[src/rtl/axis_dwidth_downsize.sv]
// AXI-Stream width down-converter: one WIDTH*NUM_REG word in, up to NUM_REG
// WIDTH-bit beats out (lane 0 first), trimmed by keep, tlast on the final beat.
module axis_dwidth_downsize #(
   parameter int WIDTH   = 32,
   parameter int NUM_REG = 2
) (
   input  logic                     aclk,
   input  logic                     aresetn,
   input  logic                     s_axis_tvalid,
   output logic                     s_axis_tready,
   input  logic [WIDTH*NUM_REG-1:0] s_axis_tdata,
   input  logic [NUM_REG-1:0]       s_axis_tkeep,
   input  logic                     s_axis_tlast,
   output logic                     m_axis_tvalid,
   input  logic                     m_axis_tready,
   output logic [WIDTH-1:0]         m_axis_tdata,
   output logic                     m_axis_tlast
);
   localparam int IW = (NUM_REG > 2) ? $clog2(NUM_REG) : 1;

   typedef enum logic {EMPTY, SEND} state_t;

   state_t                           state, state_nxt;
   logic [NUM_REG-1:0][WIDTH-1:0]    wbuf;
   logic [NUM_REG-1:0]               kbuf;
   logic                             lbuf;
   logic [IW-1:0]                    idx;
   logic [IW-1:0]                    lst;
   logic                             final_beat;
   logic                             accept;
   logic                             load;
   logic                             adv;

   // Index of the highest kept lane (nbeats-1); lanes below it go out even if
   // their keep bit is clear.
   function automatic logic [IW-1:0] hi_lane(input logic [NUM_REG-1:0] k);
      hi_lane = '0;
      for (int i = 0; i < NUM_REG; i++)
         if (k[i]) hi_lane = IW'(i);
   endfunction

   assign lst           = hi_lane(kbuf);
   assign final_beat    = (state == SEND) && (idx == lst);
   assign s_axis_tready = aresetn && ((state == EMPTY) || (final_beat && m_axis_tready));
   assign accept        = s_axis_tvalid && s_axis_tready;
   assign load          = accept && (|s_axis_tkeep);
   assign adv           = (state == SEND) && m_axis_tready && !final_beat;

   assign m_axis_tvalid = (state == SEND);
   assign m_axis_tdata  = wbuf[idx];
   assign m_axis_tlast  = final_beat && lbuf;

   always_comb begin
      state_nxt = state;
      case (state)
         EMPTY: if (load) state_nxt = SEND;
         SEND:  if (final_beat && m_axis_tready) state_nxt = load ? SEND : EMPTY;
         default: state_nxt = EMPTY;
      endcase
   end

   always_ff @(posedge aclk) begin
      if (!aresetn) begin
         state <= EMPTY;
         wbuf  <= '0;
         kbuf  <= '0;
         lbuf  <= 1'b0;
         idx   <= '0;
      end else begin
         state <= state_nxt;
         // A zero-keep word is consumed without touching the buffer.
         if (load) begin
            wbuf <= s_axis_tdata;
            kbuf <= s_axis_tkeep;
            lbuf <= s_axis_tlast;
            idx  <= '0;
         end else if (adv) begin
            idx <= idx + IW'(1);
         end
      end
   end
endmodule
[config.mk]
export PLATFORM = sky130hd
export DESIGN_NAME = axis_dwidth_downsize
export DESIGN_NICKNAME = d
export VERILOG_FILES = /design/src/rtl/axis_dwidth_downsize.sv
export SDC_FILE = /design/constraint.sdc
export NUM_CORES = 1
export LEC_CHECK = 0
export BUFFER_PORTS_ARGS = -buffer_cell sky130_fd_sc_hd__buf_4
export CAP_MARGIN = 0
export CORE_MARGIN = 4
export CORE_UTILIZATION = 45
export DETAILED_ROUTE_END_ITERATION = 12
export PLACE_DENSITY = 0.76
export SLEW_MARGIN = 20
export SYNTH_ARGS = -nofsm -noshare
export SYNTH_HDL_FRONTEND = slang
export SYNTH_SLANG_ARGS = --single-unit
[constraint.sdc]
create_clock -name aclk -period 1.4 [get_ports aclk]
set_input_delay 0.21 -clock aclk [delete_from_list [all_inputs] [get_ports aclk]]
set_output_delay 0.21 -clock aclk [all_outputs]
set_load 0.01 [all_outputs]
==> impl_metrics.yaml, run 1 <==
layout:
  antennaDiodeCount: 0
  final_cell_mix: "nand2_1 (131), buf_4 (84), mux2i_1 (66), dfxtp_1 (66), buf_6 (29)"
  area_growth_pct: 52.9
  drive_above_1_share_pct: 40.1
  final_common_cell: "nand2_1"
  nets: 532
  fin_util_pct: 71.0
place:
  port_buffers: 105
  place_congestion: 0.747
  hpwl_um: 5250
  pre_cts_slack_ps: -24.5
timing:
  worst_slew_pin_slew_ps: 337
  finalHoldViolCount: 0
  setup_viol: 99
  period_share_pct: 117
  fin_tns_setup_ps: -16820
  min_period_ps: 1640
  layout_setup_ws_ps: -240
  drv_slew: 0
  max_freq_mhz: 610
  rsz0062_at_grt: "true"
  hold_slack_ps: 128
  relSlewSlack_pct: 77.4
  clock_skew_ps: 4.84
clock_network:
  clockBufferDepth: 2
  root_buffer: "clkbuf_8"
  cts_tree: "done"
  clkSinkCount: 68
  numCtsBuffers: 9
  clkLatencyLatePin_ps: 330
  h-tree-depth: 3
  clk_pin_slew_ps: 70
worst_setup_path:
  worstPathCellList: "buf_12 > xor2_4 > a211oi_4 > buf_6 > buf_12 > buf_12 > mux2i_1"
  path_max_fanout: 6
  worst-endpoint-arrival_ps: 1890
  crit_type: "reg2reg"
  crit_start: "idx$_SDFFE_PP0P_"
  r2r_slack_ps: -240
  r2r-start: "idx$_SDFFE_PP0P_"
  r2r_end: "wbuf[56]$_SDFFE_PN0P_"
  crit_top_cell: "buf_12"
  cp-start-kind: "flop"
  slowest_stage: "dfxtp_4"
  slowest_delay_ps: 370
  cp-end-kind: "flop"
  critPathCapture: "wbuf[56]$_SDFFE_PN0P_"
  cp.required_ps: 1650
  reg2reg_depth: 7
outcome:
  violations: "setup timing"
  status: "finished, violations left"
logic_synthesis:
  syn_nets: 414
  synth_cell_types: 26
  yosys.area_share.xor_xnor_pct: 0.555
  synth_top_area_share_pct: 43.2
  synthMuxAreaShare_pct: 32.4
  synth_seq_area_share_pct: 43.2
  synth_adder_area_share_pct: 0
  avgSynthCellArea_um2: 9.20
  synth_compound_area_share_pct: 1.47
  synthCells: 343
  yosys.area_share.simple_pct: 17.3
  synth_top_cell_by_area: "dfxtp_1"
  synth_area_leaders: "dfxtp_1 (43%), mux2i_1 (21%), nand2_1 (16%)"
  synth_seq_cells: 68
  synth_top_family_by_area: "multiplexers"
  yosys_warnings: 0
  synth_area_um2: 3150
global_route:
  top_usage_layer: "met2"
  globalRouteTotalUtil_pct: 18.6
  grtUsageMet1_pct: 22.1
  use_met3_pct: 6.15
  antenna_found_initial: 0
  grt_max_degree: 38
  overflow: 0
  grt_first_pass_wirelength_um: 12800
  grt_use_met2_pct: 32.1
  grt_pass1_vias: 2778
drt:
  drt_wl_total_um: 7970
  viasPerCell: 4.81
  vias: 2701
  firstDrtPassIters: 4
  drtIter0Drc: 69
  drc: 0
  drtAntennaViolNets: 0
  drt-wirelength-per-cell_um: 14.2
floorplan:
  pin_count: 106
  die_w_um: 91.7
  rows: 30
  core_um2: 6790
  start_util_pct: 46.4
  die-area_um2: 8410
  die_y_um: 91.7
power_and_ir_drop:
  peakVddDrop_v: 0.000605
  sw_frac_of_total_pct: 25.3
  power_frac_clock_pct: 32.1
  p_leak_nw: 2.19
  power_density_nw_per_um2: 980
  p_comb_share_pct: 22.5
  switching_power_mw: 1.20
  p_int_mw: 3.53
  power_mw: 4.72
  seq_power_share_pct: 45.4
run:
  drv_cap: 0
worst_hold_path:
  hold_path.class: "in2reg"
-- stage by stage --
| stage | instance area (um^2) | cells |
|---|---|---|
| 2_1_floorplan | 3150 | 343 |
| 3_3_place_gp | 4170 | 537 |
| 3_5_place_dp | 4170 | 537 |
| 4_1_cts | 4710 | 560 |
| 5_1_grt | 4820 | 562 |
| 6_report | 4820 | 562 |
-- flip-flops by register name (all words and copies together) (netlist names) --
name	cells
wbuf	64
lbuf	1
m_axis_tvalid	1
idx	1
kbuf	1
-- what timing repair did --
| action | in CTS | in global routing |
|---|---|---|
| hold buffers | 0 | 0 |
| endpoints found under the setup margin | 68 | 99 |
| buffers inserted | 3 | 3 |
| pin swaps | 2 | 0 |
| gates resized for setup | 46 | 28 |
| cloned | 4 | 1 |
-- cells in the mapped netlist --
library cell and n:
a211oi_2 1, a21boi_0 1, a21oi_1 1, a31oi_1 1, and2_1 1, and3_1 1, buf_2 6, buf_4 1
buf_6 6, clkbuf_1 13, dfxtp_1 68, inv_1 2, mux2_2 32, mux2i_1 66, nand2_1 131, nand3_1 1
nand3b_1 1, nand4_1 1, nor2_1 1, nor2b_1 1, nor3b_1 1, nor4_1 1, o21ai_0 2, o21ai_1 1
xnor2_1 1, xor2_1 1
-- logic make-up after synthesis --
| kind of cell | Yosys count |
|---|---|
| AND/OR/NAND/NOR | 140 |
| multiplexers | 98 |
| AO/OA/AOI/OAI | 7 |
| flip-flops | 68 |
| XOR/XNOR | 2 |
| buffers and inverters | 28 |
-- power by group through the flow --
| stage | Sequential (mW) | Combinational, mW | Clock, mW |
|---|---|---|---|
| 6_report | 2.14 | 1.06 | 1.52 |
| 3_5_place_dp | 2.18 | 0.863 | 0 |
| 4_1_cts | 2.14 | 1.02 | 1.56 |
| 3_3_place_gp | 2.17 | 0.847 | 0 |
| 5_1_grt | 2.16 | 1.14 | 1.64 |
| 2_1_floorplan | 2.16 | 0.459 | 0 |
-- layout make-up --
class / instances / area, um^2
flip-flops and latches: 68 / 1370
multi-input cells: 247 / 1770
clock buffers: 10 / 128
clock inverters: 6 / 55.1
inverters: 2 / 7.51
repair buffers: 133 / 1380
fillers: 532 / 1970
well taps: 96 / 120
-- worst min path at each step --
stage / slack (ps) / start / to / depth (start not counted)
4_1_cts: 110 / s_axis_tdata[10] / wbuf[10]$_SDFFE_PN0P_ / 3
2_1_floorplan: 350 / s_axis_tlast / lbuf$_SDFFE_PN0P_ / 2
5_1_grt: 110 / s_axis_tdata[45] / wbuf[45]$_SDFFE_PN0P_ / 3
3_3_place_gp: 440 / wbuf[58]$_SDFFE_PN0P_ / wbuf[58]$_SDFFE_PN0P_ / 2
3_5_place_dp: 450 / wbuf[3]$_SDFFE_PN0P_ / wbuf[3]$_SDFFE_PN0P_ / 2
6_report: 130 / s_axis_tdata[38] / wbuf[38]$_SDFFE_PN0P_ / 3
-- critical path: cells and delay by family (launching register included) --
| kind | cells | cell delay [ps] |
|---|---|---|
| buf+inv | 4 | 540 |
| compound gates | 1 | 300 |
| mux | 1 | 190 |
| flops | 1 | 370 |
| xor+xnor | 1 | 150 |
-- routing by layer --
layer / wire, um / vias to the layer above
li1: - / 1360
met5: 0 / -
met1: 3330 / 1253
met2: 4000 / 82
met3: 577 / 6
met4: 62 / 0
(Power assumes the default switching activity.)
==> inputs of run 2 (changes only) <==
- MAX_ROUTING_LAYER: unset -> met4
==> run 2 against run 1 <==
The flow still finishes with violations (setup timing). Global-route usage up 0.52 points. Die area unchanged. Worst setup slack worse by 0.60 ps. Total power down 0.35%. Worst hold slack about the same. Fmax about the same. Flip-flop and latch count unchanged. Cell count down 0.18%. Register-to-register slack about the same. Critical path type unchanged. Critical endpoint unchanged. Largest power group unchanged.
==> impl_metrics.yaml, run 2 (same netlist as run 1, synthesis figures left out) <==
power_and_ir_drop:
  p_comb_share_pct: 22.3
  p_int_mw: 3.52
  sw_frac_of_total_pct: 25.3
  seq_power_share_pct: 45.5
  power_frac_clock_pct: 32.2
  p_leak_nw: 2.17
  power_mw: 4.71
  peakVddDrop_v: 0.000604
  switching_power_mw: 1.19
  power_density_nw_per_um2: 981
timing:
  clock_skew_ps: 5.24
  period_share_pct: 117
  relSlewSlack_pct: 77.0
  layout_setup_ws_ps: -241
  min_period_ps: 1640
  drv_slew: 0
  setup_viol: 99
  rsz0062_at_grt: "true"
  worst_slew_pin_slew_ps: 342
  max_freq_mhz: 610
  finalHoldViolCount: 0
layout:
  nets: 531
  multi_input_comb_area_um2: 1770
  area_growth_pct: 52.1
  largest_reg_flops: 64
  final_common_cell: "nand2_1"
  n_fill_cell: 538
  final_cell_mix: "nand2_1 (131), buf_4 (84), mux2i_1 (66), dfxtp_1 (66), buf_6 (29)"
  regMostFlops: "wbuf"
  antennaDiodeCount: 0
  seqCellArea_um2: 1370
  fin_util_pct: 70.6
  drive_above_1_share_pct: 40.0
worst_hold_path:
  hold_path.class: "in2reg"
place:
  place_congestion: 0.757
  port_buffers: 105
  hpwl_um: 5250
worst_setup_path:
  path_max_fanout: 6
  slowest_stage: "dfxtp_4"
  slowest_delay_ps: 370
  crit_type: "reg2reg"
  crit_top_cell: "buf_12"
  worstPathCellList: "buf_12 > xor2_4 > a211oi_4 > buf_6 > buf_12 > buf_12 > mux2i_1"
  cp.required_ps: 1660
  cp-end-kind: "flop"
  cp-start-kind: "flop"
  worst-endpoint-arrival_ps: 1900
floorplan:
  core_um2: 6790
  die-area_um2: 8410
  start_util_pct: 46.4
  die_w_um: 91.7
  pin_count: 106
  die_y_um: 91.7
  rows: 30
clock_network:
  root_buffer: "clkbuf_8"
  h-tree-depth: 3
  cts_hold_buf: 0
  numCtsBuffers: 9
  clk_pin_slew_ps: 70
  clkSinkCount: 68
  clkLatencyLatePin_ps: 330
  cts_tree: "done"
  clockBufferDepth: 2
global_route:
  globalRouteTotalUtil_pct: 19.1
  grtUsageMet1_pct: 22.6
  grt_max_degree: 38
  overflow: 0
  grt_use_met2_pct: 32.3
  grt_first_pass_wirelength_um: 12800
  use_met3_pct: 5.09
  top_usage_layer: "met2"
  antenna_found_initial: 0
  grt_pass1_vias: 2772
drt:
  drt_wl_total_um: 7900
  drt-wirelength-per-cell_um: 14.1
  vias: 2677
  drc: 0
  drtIter0Drc: 65
  drtAntennaViolNets: 0
  firstDrtPassIters: 4
  viasPerCell: 4.77
run:
  drv_cap: 0
outcome:
  status: "finished, violations left"
  violations: "setup timing"
[run 2: cell types whose count changed in the layout (fill, tap and decap cells not counted), sizes merged]
cell,change
clkbuf,-1
[run 2: per-stage QoR]
stage	worst slack (ps)	hold slack, ps	instances	instance area, um^2	TNS [ps]
after floorplan	69.8	352	343	3150	0
after global placement	31.6	438	537	4170	0
after detailed placement	-24.5	448	537	4170	-127
after CTS	-232	108	560	4710	-16370
after global routing	-303	106	561	4800	-21950
final	-241	128	561	4800	-16530
[run 2: critical path: cells and delay by family (launching register included)]
kind	cells	cell delay, ps
AOI/OAI and AO/OA	1	300
xor gates and xnor gates	1	150
buffers and inverters	4	540
DFF	1	370
muxes	1	190
[run 2: final cells by class]
| cell class | count | share of cell area [%] |
|---|---|---|
| inverters | 2 | 0.156 |
| flip-flops and latches | 68 | 28.5 |
| well taps | 96 | 2.50 |
| multi-input cells | 247 | 36.8 |
| clock buffers | 10 | 2.66 |
| repair buffers | 132 | 28.2 |
| clock inverters | 6 | 1.15 |
[run 2: final timing paths]
kind | slack, ps | to | cells past startpoint | from
worst min register to register | 460 | lbuf$_SDFFE_PN0P_ | 2 | lbuf$_SDFFE_PN0P_
worst min-delay path | 130 | wbuf[38]$_SDFFE_PN0P_ | 3 | s_axis_tdata[38]
worst max register to register | -240 | wbuf[56]$_SDFFE_PN0P_ | 7 | idx$_SDFFE_PP0P_
worst max-delay path | -240 | wbuf[56]$_SDFFE_PN0P_ | 7 | idx$_SDFFE_PP0P_
[run 2: metal layers]
metal	vias to the layer above	wire length, um
li1	1357	-
met1	1232	3440
met2	82	3930
met3	6	470
met4	0	59
met5	-	0
[run 2: power by group through the flow]
stage / Clock [mW] / Combinational (mW) / Sequential (mW)
after floorplan: 0 / 0.459 / 2.16
after CTS: 1.56 / 1.02 / 2.14
after detailed placement: 0 / 0.863 / 2.18
after global routing: 1.64 / 1.13 / 2.16
after global placement: 0 / 0.847 / 2.17
final: 1.52 / 1.05 / 2.14
[run 2: what timing repair did]
action | 4_1_cts | 5_1_grt
resized for setup | 46 | 28
gates cloned | 4 | 0
setup buffers | 3 | 3
setup endpoints to repair | 68 | 99
pin swaps | 2 | 0
==> inputs of run 3 (changes only) <==
==> constraint.sdc (replaced) <==
create_clock -name aclk -period 1.4 [get_ports aclk]
set_input_delay 0.28 -clock aclk [delete_from_list [all_inputs] [get_ports aclk]]
set_output_delay 0.28 -clock aclk [all_outputs]
set_load 0.01 [all_outputs]
==> run 3 against run 2 <==
The run still ends with setup timing left. Flip-flop and latch count unchanged. Sequential share of layout area about the same. Utilization decreased by 0.055 points. Worst setup slack got worse by 72 ps. Total power decreased by 1.1%. Cell area about the same. Clock-buffer cell count increased by 3. Clock power decreased by 5%. Critical path depth decreased by 4. Global-route usage increased by 1.1 points. Worst hold slack improved by 65 ps. Cell count unchanged.
==> impl_metrics.yaml, run 3 (same netlist as run 1, synthesis figures left out) <==
layout:
  nets: 532
  final_common_cell: "nand2_1"
  stdcell_count: 561
  stdcell_area_um2: 4790
  n_fill_cell: 504
  multi_input_comb_area_um2: 1730
  regMostFlops: "wbuf"
  final_cell_mix: "nand2_1 (131), buf_4 (90), dfxtp_1 (67)"
  drive_above_1_share_pct: 39.4
  area_growth_pct: 52.0
  antennaDiodeCount: 0
  largest_reg_flops: 64
  fin_util_pct: 70.6
  seqCellArea_um2: 1370
timing:
  worst_slew_pin_slew_ps: 366
  period_share_pct: 122
  finalHoldViolCount: 0
  setup_viol: 99
  relSlewSlack_pct: 75.4
  fin_tns_setup_ps: -17210
  max_freq_mhz: 584
  hold_slack_ps: 193
  layout_setup_ws_ps: -312
  rsz0062_at_grt: "true"
  drv_slew: 0
  min_period_ps: 1710
  clock_skew_ps: 10.6
clock_network:
  cts_tree: "done"
  clkSinkCount: 68
  clkLatencyLatePin_ps: 340
  clockBufferDepth: 2
  cts_hold_buf: 0
  root_buffer: "clkbuf_8"
  numCtsBuffers: 9
  h-tree-depth: 3
  clk_pin_slew_ps: 80
power_and_ir_drop:
  p_comb_share_pct: 23.0
  p_int_mw: 3.46
  power_frac_clock_pct: 30.9
  seq_power_share_pct: 46.1
  sw_frac_of_total_pct: 25.8
  p_leak_nw: 2.19
  switching_power_mw: 1.20
  peakVddDrop_v: 0.000610
  power_mw: 4.66
  power_density_nw_per_um2: 971
global_route:
  globalRouteTotalUtil_pct: 20.3
  grt_pass1_vias: 2857
  grt_first_pass_wirelength_um: 13300
  grt_max_degree: 63
  overflow: 0
  antenna_found_initial: 0
place:
  port_buffers: 105
  dp.cells: 532
  hpwl_um: 5000
  place_congestion: 0.732
  pre_cts_slack_ps: -51.8
  placed_cell_area_um2: 4110
drt:
  drtAntennaViolNets: 0
  drc: 0
  drtIter0Drc: 99
  firstDrtPassIters: 4
  drt_wl_total_um: 8440
  viasPerCell: 4.93
  vias: 2765
  drt-wirelength-per-cell_um: 15.0
worst_hold_path:
  hold_path_startpoint: "s_axis_tdata[12]"
  hold_path.class: "in2reg"
  hold_depth: 3
  hold_end: "wbuf[12]$_SDFFE_PN0P_"
floorplan:
  die_w_um: 91.7
  start_util_pct: 46.4
  pin_count: 106
  die-area_um2: 8410
  core_um2: 6790
  rows: 30
  die_y_um: 91.7
worst_setup_path:
  r2r-start: "idx$_SDFFE_PP0P_"
  cp.required_ps: 1120
  r2r_slack_ps: -180
  crit_type: "reg2out"
  path_max_fanout: 12
  cp-end-kind: "output port"
  worst-endpoint-arrival_ps: 1430
  reg2reg_depth: 6
  r2r_end: "wbuf[39]$_SDFFE_PN0P_"
  cp-start-kind: "flop"
run:
  drv_cap: 0
outcome:
  status: "finished, violations left"
  violations: "setup timing"
[run 3: cell count changes in the layout (fill, tap and decap cells not counted), moves of 2 or more]
cell / previous run / this run
buf_4: 84 / 90
mux2_4: 25 / 20
buf_6: 29 / 24
buf_12: 15 / 9
clkbuf_16: 0 / 2
clkinv_2: 5 / 2
clkbuf_8: 9 / 11
mux2_2: 7 / 12
bufbuf_16: 0 / 3
[run 3: critical path: stages, from the launching register on]
cell and delay (ps):
dfxtp_4 420, buf_8 170, mux2_2 350, buf_4 150
[run 3: worst max-delay path by stage]
| stage | from | endpoint | cells past startpoint |
|---|---|---|---|
| floorplan | idx$_SDFFE_PP0P_ | m_axis_tdata[0] | 3 |
| global placement | idx$_SDFFE_PP0P_ | wbuf[26]$_SDFFE_PN0P_ | 5 |
| detailed placement | idx$_SDFFE_PP0P_ | wbuf[62]$_SDFFE_PN0P_ | 5 |
| CTS | idx$_SDFFE_PP0P_ | m_axis_tdata[25] | 3 |
| global route | idx$_SDFFE_PP0P_ | s_axis_tready | 4 |
| finish | idx$_SDFFE_PP0P_ | m_axis_tdata[25] | 3 |
[run 3: timing repair]
| item | in CTS | in global routing |
|---|---|---|
| buffers inserted | 3 | 2 |
| pin swaps | 1 | 0 |
| setup endpoints to repair | 89 | 99 |
| resized for setup | 47 | 8 |
| gates cloned | 7 | 2 |
[run 3: final cells by class]
| cell class | instances | area share (%) |
|---|---|---|
| sequential | 68 | 28.5 |
| multi-input combinational | 247 | 36.2 |
| inverter | 2 | 0.157 |
| timing repair buffer | 133 | 29.2 |
| clock inverter | 2 | 0.209 |
| tap | 96 | 2.51 |
| clock buffer | 13 | 3.32 |
[run 3: layer usage]
| metal | share of wire [%] | GRT usage, % |
|---|---|---|
| met1 | 42 | 24.0 |
| met2 | 51 | 33.1 |
| met3 | 6.2 | 6.15 |
| met4 | 1.1 | 6.31 |
| met5 | 0 | - |
[run 3: power by group through the flow]
stage                     logic [mW]  registers (mW)  clock network [mW]
after floorplan                0.460            2.16                   0
after global placement         0.812            2.17                   0
after detailed placement       0.824            2.18                   0
after CTS                       1.03            2.14                1.45
after global routing            1.15            2.16                1.57
final                           1.07            2.15                1.44
